`config.mk`:
```
export PLATFORM = sky130hd
export DESIGN_NAME = stack_renderer_flat
export DESIGN_NICKNAME = d
export VERILOG_FILES = /design/src/rtl/stack_renderer_if.sv /design/src/rtl/stack_renderer.sv /design/src/flat_wrapper.sv
export SDC_FILE = /design/constraint.sdc
export NUM_CORES = 1
export LEC_CHECK = 0
export ABC_AREA = 1
export CELL_PAD_IN_SITES_DETAIL_PLACEMENT = 1
export CELL_PAD_IN_SITES_GLOBAL_PLACEMENT = 2
export CORE_UTILIZATION = 36
export CTS_BUF_LIST = sky130_fd_sc_hd__clkbuf_4
export CTS_CLUSTER_SIZE = 8
export DETAILED_ROUTE_END_ITERATION = 7
export GPL_TIMING_DRIVEN = 0
export PLACE_DENSITY = 0.77
export SLEW_MARGIN = 20
export SYNTH_ARGS = -nofsm -noshare
export SYNTH_HDL_FRONTEND = slang
export SYNTH_SLANG_ARGS = --single-unit
```
`constraint.sdc`:
```
create_clock -name dclk -period 8.29 [get_ports dclk]
set_clock_uncertainty 0.05 [all_clocks]
set_input_delay 2.0725 -clock dclk [delete_from_list [all_inputs] [get_ports dclk]]
set_output_delay 2.0725 -clock dclk [all_outputs]
set_load 0.03 [all_outputs]
```
`src/rtl/stack_renderer_if.sv`:
```
// Layer load port between the game FSM (master) and stack_renderer (slave).
// Carries push/clear strobes and the stack occupancy back to the FSM.
interface stack_renderer_if #(
  parameter int MAX_LAYERS = 16
);
  localparam int CW = $clog2(MAX_LAYERS + 1);

  logic          push;
  logic [9:0]    push_x;
  logic [1:0]    push_color;
  logic          clear;
  logic [CW-1:0] count;
  logic          full;

  modport master (
    output push, push_x, push_color, clear,
    input  count, full
  );

  modport slave (
    input  push, push_x, push_color, clear,
    output count, full
  );
endinterface

```
`src/rtl/stack_renderer.sv`:
```
// Stacked-layer renderer: two-stage pixel pipeline from vga x/y to RGB.
// Define STACK_OUTLINE_EN to paint layer edges white.
module stack_renderer #(
  parameter int MAX_LAYERS = 16,
  parameter int LAYER_H    = 20,
  parameter int BLOCK_W    = 150,
  parameter int BASE_Y     = 400
) (
  input  logic       dclk,
  input  logic       rst,
  input  logic [9:0] x,
  input  logic [9:0] y,
  input  logic       hs_in,
  input  logic       vs_in,
  stack_renderer_if.slave ctl,
  output logic       HS,
  output logic       VS,
  output logic [2:0] RED,
  output logic [2:0] GREEN,
  output logic [1:0] BLUE
);
  localparam int CW = $clog2(MAX_LAYERS + 1);
  localparam int IW = (MAX_LAYERS > 1) ? $clog2(MAX_LAYERS) : 1;

  logic [CW-1:0] count_q, count_d;
  logic          full_q, full_d;
  logic [9:0]    layer_x_q [MAX_LAYERS];
  logic [9:0]    layer_x_d [MAX_LAYERS];
  logic [1:0]    layer_c_q [MAX_LAYERS];
  logic [1:0]    layer_c_d [MAX_LAYERS];

  logic [MAX_LAYERS-1:0] hit1_q, hit1_d;
  logic                  hs1_q, vs1_q;
  logic                  hs2_q, vs2_q;
  logic [2:0]            red_q, red_d;
  logic [2:0]            green_q, green_d;
  logic [1:0]            blue_q, blue_d;

  always_comb begin
    count_d   = count_q;
    layer_x_d = layer_x_q;
    layer_c_d = layer_c_q;
    if (ctl.clear) begin
      count_d = '0;
    end else if (ctl.push && !full_q) begin
      layer_x_d[count_q[IW-1:0]] = ctl.push_x;
      layer_c_d[count_q[IW-1:0]] = ctl.push_color;
      count_d = count_q + 1'b1;
    end
    full_d = (count_d == CW'(MAX_LAYERS));
  end

  // Signed 12-bit geometry keeps negative band tops and x+BLOCK_W > 1023 exact.
  logic signed [11:0] xs, ys, lx, rx, top, bot;
  logic               act;

`ifdef STACK_OUTLINE_EN
  logic [MAX_LAYERS-1:0] edge1_q, edge1_d;
`endif

  always_comb begin
    xs  = signed'({2'b00, x});
    ys  = signed'({2'b00, y});
    lx  = '0;
    rx  = '0;
    top = '0;
    bot = '0;
    act = 1'b0;
    hit1_d = '0;
`ifdef STACK_OUTLINE_EN
    edge1_d = '0;
`endif
    for (int i = 0; i < MAX_LAYERS; i++) begin
      lx  = signed'({2'b00, layer_x_q[i]});
      rx  = lx + 12'(BLOCK_W);
      top = 12'(BASE_Y - (i + 1) * LAYER_H);
      bot = 12'(BASE_Y - i * LAYER_H);
      act = (CW'(i) < count_q) && (layer_c_q[i] != 2'b00);
      hit1_d[i] = act && (xs > lx) && (xs < rx)
                      && (ys > top) && (ys < bot);
`ifdef STACK_OUTLINE_EN
      edge1_d[i] = act &&
        (((xs == lx || xs == rx) && ys >= top && ys <= bot) ||
         ((ys == top || ys == bot) && xs >= lx && xs <= rx));
`endif
    end
  end

  logic [1:0] sel;

  always_comb begin
    sel     = 2'b00;
    red_d   = '0;
    green_d = '0;
    blue_d  = '0;
    for (int i = MAX_LAYERS - 1; i >= 0; i--) begin
      if (hit1_q[i]) sel = layer_c_q[i];
    end
`ifdef STACK_OUTLINE_EN
    if (|edge1_q) sel = 2'b00;
`endif
    unique case (sel)
      2'b10:   red_d   = 3'd7;
      2'b01:   green_d = 3'd7;
      2'b11:   blue_d  = 2'd3;
      default: ;
    endcase
`ifdef STACK_OUTLINE_EN
    if (|edge1_q) begin
      red_d   = 3'd7;
      green_d = 3'd7;
      blue_d  = 2'd3;
    end
`endif
  end

  always_ff @(posedge dclk or posedge rst) begin
    if (rst) begin
      count_q <= '0;
      full_q  <= 1'b0;
      for (int i = 0; i < MAX_LAYERS; i++) begin
        layer_x_q[i] <= '0;
        layer_c_q[i] <= '0;
      end
      hit1_q  <= '0;
`ifdef STACK_OUTLINE_EN
      edge1_q <= '0;
`endif
      hs1_q   <= 1'b1;
      vs1_q   <= 1'b1;
      hs2_q   <= 1'b1;
      vs2_q   <= 1'b1;
      red_q   <= '0;
      green_q <= '0;
      blue_q  <= '0;
    end else begin
      count_q   <= count_d;
      full_q    <= full_d;
      layer_x_q <= layer_x_d;
      layer_c_q <= layer_c_d;
      hit1_q    <= hit1_d;
`ifdef STACK_OUTLINE_EN
      edge1_q   <= edge1_d;
`endif
      hs1_q     <= hs_in;
      vs1_q     <= vs_in;
      hs2_q     <= hs1_q;
      vs2_q     <= vs1_q;
      red_q     <= red_d;
      green_q   <= green_d;
      blue_q    <= blue_d;
    end
  end

  assign ctl.count = count_q;
  assign ctl.full  = full_q;
  assign HS    = hs2_q;
  assign VS    = vs2_q;
  assign RED   = red_q;
  assign GREEN = green_q;
  assign BLUE  = blue_q;
endmodule
```
`src/flat_wrapper.sv`:
```
// flat-port wrapper written by rule: the top's interface ports become plain ports
module stack_renderer_flat 
#(
  parameter int MAX_LAYERS = 16,
  parameter int LAYER_H    = 20,
  parameter int BLOCK_W    = 150,
  parameter int BASE_Y     = 400
)
  (dclk, rst, x, y, hs_in, vs_in, HS, VS, RED, GREEN, BLUE, ctl_push, ctl_push_x, ctl_push_color, ctl_clear, ctl_count, ctl_full);
  stack_renderer_if #(.MAX_LAYERS(MAX_LAYERS)) ctl_i ();
  input  logic dclk;
  input  logic rst;
  input  logic [9:0] x;
  input  logic [9:0] y;
  input  logic hs_in;
  input  logic vs_in;
  output logic HS;
  output logic VS;
  output logic [2:0] RED;
  output logic [2:0] GREEN;
  output logic [1:0] BLUE;
  input wire logic [$bits(ctl_i.push)-1:0] ctl_push;
  input wire logic [$bits(ctl_i.push_x)-1:0] ctl_push_x;
  input wire logic [$bits(ctl_i.push_color)-1:0] ctl_push_color;
  input wire logic [$bits(ctl_i.clear)-1:0] ctl_clear;
  output wire logic [$bits(ctl_i.count)-1:0] ctl_count;
  output wire logic [$bits(ctl_i.full)-1:0] ctl_full;
  assign ctl_i.push = ctl_push;
  assign ctl_i.push_x = ctl_push_x;
  assign ctl_i.push_color = ctl_push_color;
  assign ctl_i.clear = ctl_clear;
  assign ctl_count = ctl_i.count;
  assign ctl_full = ctl_i.full;
  stack_renderer #(.MAX_LAYERS(MAX_LAYERS), .LAYER_H(LAYER_H), .BLOCK_W(BLOCK_W), .BASE_Y(BASE_Y)) u_core (.dclk(dclk), .rst(rst), .x(x), .y(y), .hs_in(hs_in), .vs_in(vs_in), .ctl(ctl_i), .HS(HS), .VS(VS), .RED(RED), .GREEN(GREEN), .BLUE(BLUE));
endmodule
```
==> key figures, run 1 <==
Placed design
  • Placed Instances: approximately 2900
  • Post-DP HPWL: 45.1 mm
  • Port bufs: 50
  • Routability cong.: between 0.8 and 0.9

Pwr
  • LEAKAGE: 9.56 nW
  • Worst ir drop on vdd: roughly 0.08 mV
  • Cell Pwr Density: about 170 nW/µm²
  • Design Power: 3.48 mW

Cells and area
  • Fraction of layout cells with a size suffix above 1: 0.0816
  • Area grow syn2layout: 13.0%
  • Finished Layout Cells: between 2000 and 3000
  • Final #Nets: 2679

Clock tree
  • CTS H-tree lvls: 3
  • CTS Buf Count: 67
  • Clk buf depth: 3
  • Clock transition at path regs: roughly 0.060 ns
  • Post-cts resize count: 0
  • Hold buffers post-CTS: 0
  • Clock root cell: clkbuf_4
  • Clock Latency Late Sink: a little under 0.8 ns
  • Post-CTS Setup Inserts: 0
  • TritonCTS clock tree: built
  • Clk sink count: around 220

Routing
  • Via Count: approximately 16000
  • WL/cell: slightly above 20 µm
  • Vias per cell: 5.33
  • WL final: approximately 60 mm
  • Initial drt markers: about 700
  • First-pass DRT Iterations: 5
  • # DRC: 0
  • Post-route ant nets: 0

Synthesis
  • Synth unique cells: between 40 and 50
  • Ys flop type: dfrtp_1
  • Register bit total from synthesis: ~220
  • Mapped cell area: between 15000 and 20000 µm²
  • Post-synth ARST share: 1.00
  • Synth Instances: 2189
  • Share of the synthesized area in the top cell type: 0.307
  • Area leader, netlist: dfrtp_1
  • Largest cells by area after synthesis: dfrtp_1, ha_1, nand2_1
  • Sequential area share after synthesis: 0.313
  • Mean Syn Cell Area: ~8 µm²
  • Post-synth EDFFs: 0
  • Ys Warns: 0
  • Syn Nets: about 2600

Critical path
  • CP Launch Type: flop
  • Crit path buffers/inverters: 1
  • CP Class: flop to primary output
  • Critical path's largest stage delay: about 0.76 ns
  • Worst path arrival time: 2.11 ns
  • Cell Chain, Critical Path: clkdlybuf4s50_1
  • CP Max Fanout: 8
  • CP top delay family: buffers and inverters
  • Crit-path slowest cell: clkdlybuf4s50_1
  • Worst endpoint required time: 6.17 ns
  • CP Capture Type: primary output

STA
  • Hold_ws: 0.308 ns
  • Slew HR: 0.239
  • Period utilization: 0.511
  • Final hold vios: 0
  • Min Tclk post-route: between 4 and 5 ns
  • Setup violations, final: 0
  • Max-slew violation count: 0
  • Measured slew at the worst slew-check pin: around 1.1 ns
  • Fmax: ~240 MHz
  • RSZ-0062 raised after global routing: no

Global route
  • Tot GR Track Use: 0.249
  • Vias in the first global route: approximately 17000
  • Grt ovf: 0
  • Largest net degree at the start of global routing: 88
  • Initial antenna violation count: 5
  • Global-route wire length before repair: 95.5 mm

Floorplan
  • CORE AREA: 48000 µm²
  • IO Count: 54
  • Cell row count: 80
  • Initial Util: 0.368
  • Die H: ~220 µm
  • Chip width: 224 µm
  • Die area: between 50000 and 60000 µm²

Run status
  • Outcome: finished, final reports clean

Job
  • Max Cap Viol: 0

Min path
  • Worst hold path class: flop to flop
final cells by class:
class	instances	area, µm²
Clock inverter	21	134
Buffer	44	216
Fill cell	5872	28100
Antenna cell	2	5.00
Sequential cell	221	5540
Tap cell	615	769
Inverter	271	1030
Clock buffer	97	728
Multi-Input combinational cell	1653	10900
Timing Repair Buffer	59	656
placed cells by master (no fill, tap or decap), types with 28 or more instances in the layout:
cell type,n
a21oi_1,183
a31oi_1,28
clkbuf_4,97
clkdlybuf4s50_1,41
dfrtp_1,217
ha_1,324
inv_1,257
nand2_1,394
nand3_1,63
nor2_1,97
o21ai_0,288
xor2_1,113
kinds of logic after synthesis:
group,count (synthesis),synth area share
AO/OA/AOI/OAI,575,0.175
XOR/XNOR,113,0.0560
adder cells (fa/ha/maj),324,0.229
buffers and inverters,315,0.0699
flip-flops,221,0.313
AND/OR/NAND/NOR,641,0.157
path summary, 6_finish.rpt:
kind	from	cells past startpoint	slack [ns]	endpoint
setup reg to reg	u_core.layer_x_q[81]$_DFFE_PP0P_	13	5.44	u_core.hit1_q[7]$_DFF_PP0_
max in group asynchronous	rst	3	5.69	u_core.layer_x_q[63]$_DFFE_PP0P_
min in group asynchronous	rst	2	1.69	u_core.layer_x_q[47]$_DFFE_PP0P_
hold reg to reg	u_core.hs1_q$_DFF_PP1_	0	0.31	u_core.HS$_DFF_PP1_
hold / removal	u_core.hs1_q$_DFF_PP1_	0	0.31	u_core.HS$_DFF_PP1_
setup / recovery	u_core.ctl.count[4]$_DFF_PP0_	1	4.05	ctl_count[4]
metrics by stage:
step	setup WS (ns)	area, µm²	TNS [ns]	util
after global placement	-3.16	19000	-679.37	0.394
after global routing	3.97	20000	0	0.416
final	4.05	20000	0	0.416
after CTS	3.97	20000	0	0.416
after floorplan	0.125	17700	0	-
after detailed placement	3.56	19100	0	0.398
synthesized netlist by cell type, types with 2 or more instances:
master     instances
nor3_2             4
a211oi_1          16
dfstp_2            4
a21oi_1          183
nor4_2             3
dfrtp_1          217
nor3_1            25
inv_2             10
o2111ai_1          5
inv_1            259
nand2_1          394
a2111oi_2          2
o21ai_0          288
nor4_1             6
a21o_1             2
o21bai_1           3
nand4_1           23
o21ai_1           21
nand2_2            2
buf_4              8
o221ai_1           2
a221oi_1           6
clkbuf_1          24
nor2_4             5
a311oi_1           2
buf_2             11
nor2_2             6
ha_1             324
xor2_1           113
o21a_1             3
nor2_1            97
o41ai_1            2
a2111oi_0          2
nand3_2            9
o211ai_1           6
nand3_1           63
a31oi_1           28
flip-flops by register name, summed over array words and instances, names as in the netlist:
name / cells
u_core.GREEN: 1
u_core.layer_x_q: 160
u_core.ctl.full: 1
u_core.VS: 1
u_core.HS: 1
u_core.hit1_q: 16
u_core.BLUE: 1
u_core.hs1_q: 1
u_core.layer_c_q: 32
u_core.vs1_q: 1
u_core.RED: 1
u_core.ctl.count: 5
power breakdown:
part / total [mW] / switching, mW / internal (mW) / leakage, nW
sequential: 1.28 / 0.0928 / 1.19 / 2.72
clock: 1.13 / 0.531 / 0.599 / 0.517
combinational: 1.07 / 0.660 / 0.411 / 6.32
total: 3.48 / 1.28 / 2.20 / 9.56
metal layers:
metal | global-route usage | routed length [µm]
met5 | 0 | 0
met4 | 0.0820 | 1460
met3 | 0.0286 | 1640
met2 | 0.411 | 27800
met1 | 0.338 | 29100
(Power assumes the default switching activity.)
==> inputs of run 2 (changes only) <==
Clock period 8.29 ns to 3.8 ns, I/O delays scaled along.
==> run 2 against run 1 <==
  * Clock power grew 110%
  * Critical endpoint unchanged
  * Sequential power grew 120%
  * Power grew 120%
  * Global-route usage grew 0.055 points
  * Highest routed layer unchanged
  * Sequential cell count is the same
  * Core utilization grew 0.16 points
  * Non-clock buffer count grew 6
==> key figures, run 2 (synthesized netlist as in run 1, its figures left out) <==
Critical path
  • CP Capture Type: primary output
  • CP Class: flop to primary output
  • R2r startpoint: u_core.layer_x_q[81]$_DFFE_PP0P_
  • Critical Path Source: u_core.ctl.count[4]$_DFF_PP0_
  • Crit path buffers/inverters: 1 (unchanged)
  • CP Launch Type: flop
  • Crit-path slowest cell: clkdlybuf4s50_1
  • Critical path's largest stage delay: 0.77 ns (about the same)
  • Cell Chain, Critical Path: clkdlybuf4s50_1
  • Worst path arrival time: 2.12 ns (about the same)
  • CP Max Fanout: 8 (unchanged)
  • Worst endpoint required time: 2.80 ns (-3.37 ns)
  • CP top delay family: buffers and inverters

Routing
  • WL final: 60.5 mm (+0.85%)
  • # DRC: 0 (unchanged)
  • Post-route ant nets: 0 (unchanged)
  • Vias per cell: 5.36 (+0.68%)
  • WL/cell: 20.2 µm (+0.51%)
  • Via Count: 16000 (+1.0%)
  • First-pass DRT Iterations: 5 (unchanged)
  • Initial drt markers: 691 (-4.0%)

Cells and area
  • Filler cell count: 5858 (-0.24%)
  • FF+latch area: 5540 µm² (unchanged)
  • Commonest non-fill, non-tap cell in the layout: nand2_1
  • Multi-input gate area: 10900 µm² (unchanged)
  • Max FFs per register: 160 (unchanged)
  • Area grow syn2layout: 13.4%
  • Fraction of layout cells with a size suffix above 1: 0.0854 (+0.00387)
  • Top reg by flops: u_core.layer_x_q
  • Final #Nets: 2688 (+0.34%)
  • Commonest cells after routing, fill and taps aside: nand2_1, ha_1, o21ai_0
  • Top Registers: u_core.layer_x_q x160, u_core.layer_c_q x32, u_core.hit1_q x16

Floorplan
  • Chip width: 224 µm (unchanged)
  • Die H: 224 µm (unchanged)
  • Cell row count: 80 (unchanged)
  • IO Count: 54 (unchanged)
  • CORE AREA: 48000 µm² (unchanged)
  • Initial Util: 0.368 (unchanged)
  • Die area: 50000 µm² (unchanged)

Clock tree
  • CTS Buf Count: 70 (+4.5%)
  • Clock transition at path regs: 0.06 ns (about the same)
  • Post-cts resize count: 0 (unchanged)
  • TritonCTS clock tree: built
  • CTS H-tree lvls: 3 (unchanged)
  • Clock Latency Late Sink: 0.75 ns (-0.03 ns)
  • Post-CTS Setup Inserts: 0 (unchanged)
  • Hold buffers post-CTS: 0 (unchanged)
  • Clk sink count: 221 (unchanged)
  • Clk buf depth: 3 (unchanged)
  • Clock root cell: clkbuf_4

Job
  • Max Cap Viol: 0 (unchanged)

STA
  • Hold_ws: 0.300 ns (-0.00796 ns)
  • RSZ-0062 raised after global routing: no
  • Max-slew violation count: 0 (unchanged)
  • Period utilization: 0.821
  • Fmax: about 320 MHz
  • Setup violations, final: 0 (unchanged)
  • Setup TNS Final: 0 ns (unchanged)
  • Measured slew at the worst slew-check pin: 1.10 ns (-0.0369 ns)
  • Slew HR: 0.257 (+0.0178)
  • Worst setup margin: 0.678 ns (-3.38 ns)
  • Min Tclk post-route: 3.12 ns
  • Final hold vios: 0 (unchanged)

Placed design
  • Worst slack at placement: 0.114 ns (-3.45 ns)
  • Routability cong.: 0.861 (+2.9%)
  • Post-DP HPWL: 46.1 mm (+2.1%)
  • Port bufs: 50 (unchanged)

Pwr
  • Cell Pwr Density: 375 nW/µm² (+120%)
  • Worst ir drop on vdd: 0.180 mV (+120%)
  • LEAKAGE: 9.60 nW (+0.45%)

Min path
  • Hold Startpoint: u_core.hs1_q$_DFF_PP1_
  • Worst hold path class: flop to flop

Global route
  • Global-route wire length before repair: 95.6 mm (about the same)
  • Initial antenna violation count: 4 (-1)
  • Largest net degree at the start of global routing: 34 (-61%)
  • Tot GR Track Use: 0.249 (+0.000554)
  • Grt ovf: 0 (unchanged)
  • Vias in the first global route: 17100 (+2.7%)

Run status
  • Outcome: finished, final reports clean
run 2: cell types whose count changed in the layout (fill, tap and decap cells not counted), sizes merged:
cell,delta
clkinvlp,+1
inv,+1
clkinv,+3
buf,+6
bufinv,-2
clkbuf,+1
run 2: stage by stage:
step / util / power [mW] / instance area, µm² / cells
floorplan: - / 4.40 / 17700 / 2189
global placement: 0.395 / 5.03 / 19000 / 2854
detailed placement: 0.400 / 5.20 / 19200 / 2869
CTS: 0.417 / 7.64 / 20100 / 2991
global route: 0.417 / 8.14 / 20100 / 2992
finish: 0.417 / 7.51 / 20100 / 2993
run 2: path summary, 6_finish.rpt:
path | end | slack, ns | depth (start not counted)
min reg2reg | u_core.HS$_DFF_PP1_ | 0.30 | 0
max reg2reg | u_core.hit1_q[7]$_DFF_PP0_ | 0.89 | 13
max | ctl_count[4] | 0.68 | 1
max in group asynchronous | u_core.hs1_q$_DFF_PP1_ | 2.15 | 4
min in group asynchronous | u_core.layer_x_q[114]$_DFFE_PP0P_ | 0.62 | 2
min | u_core.HS$_DFF_PP1_ | 0.30 | 0
run 2: area by class of cell:
type	count	area share
Inverter	271	0.0510
Antenna cell	2	0.000250
Multi-Input combinational cell	1653	0.544
Timing Repair Buffer	65	0.0382
Sequential cell	221	0.276
Clock buffer	98	0.0367
Clock inverter	24	0.00480
Buffer	44	0.0108
Tap cell	615	0.0384
run 2: where the power goes:
| group | total [mW] | switching [mW] | internal [mW] |
|---|---|---|---|
| Clock | 2.36 | 1.17 | 1.19 |
| Combinational | 2.36 | 1.45 | 0.911 |
| Sequential | 2.79 | 0.198 | 2.59 |
run 2: per-layer routing:
metal  global-route usage  vias to the layer above  routed length, µm  share of wire
met5                    0                        -                  0              0
met4               0.0804                        0               1410          0.023
met3               0.0405                       88               2380          0.039
met2                0.420                      265              28200           0.47
met1                0.326                     7898              28500           0.47
li1                     -                     7797                  -              -
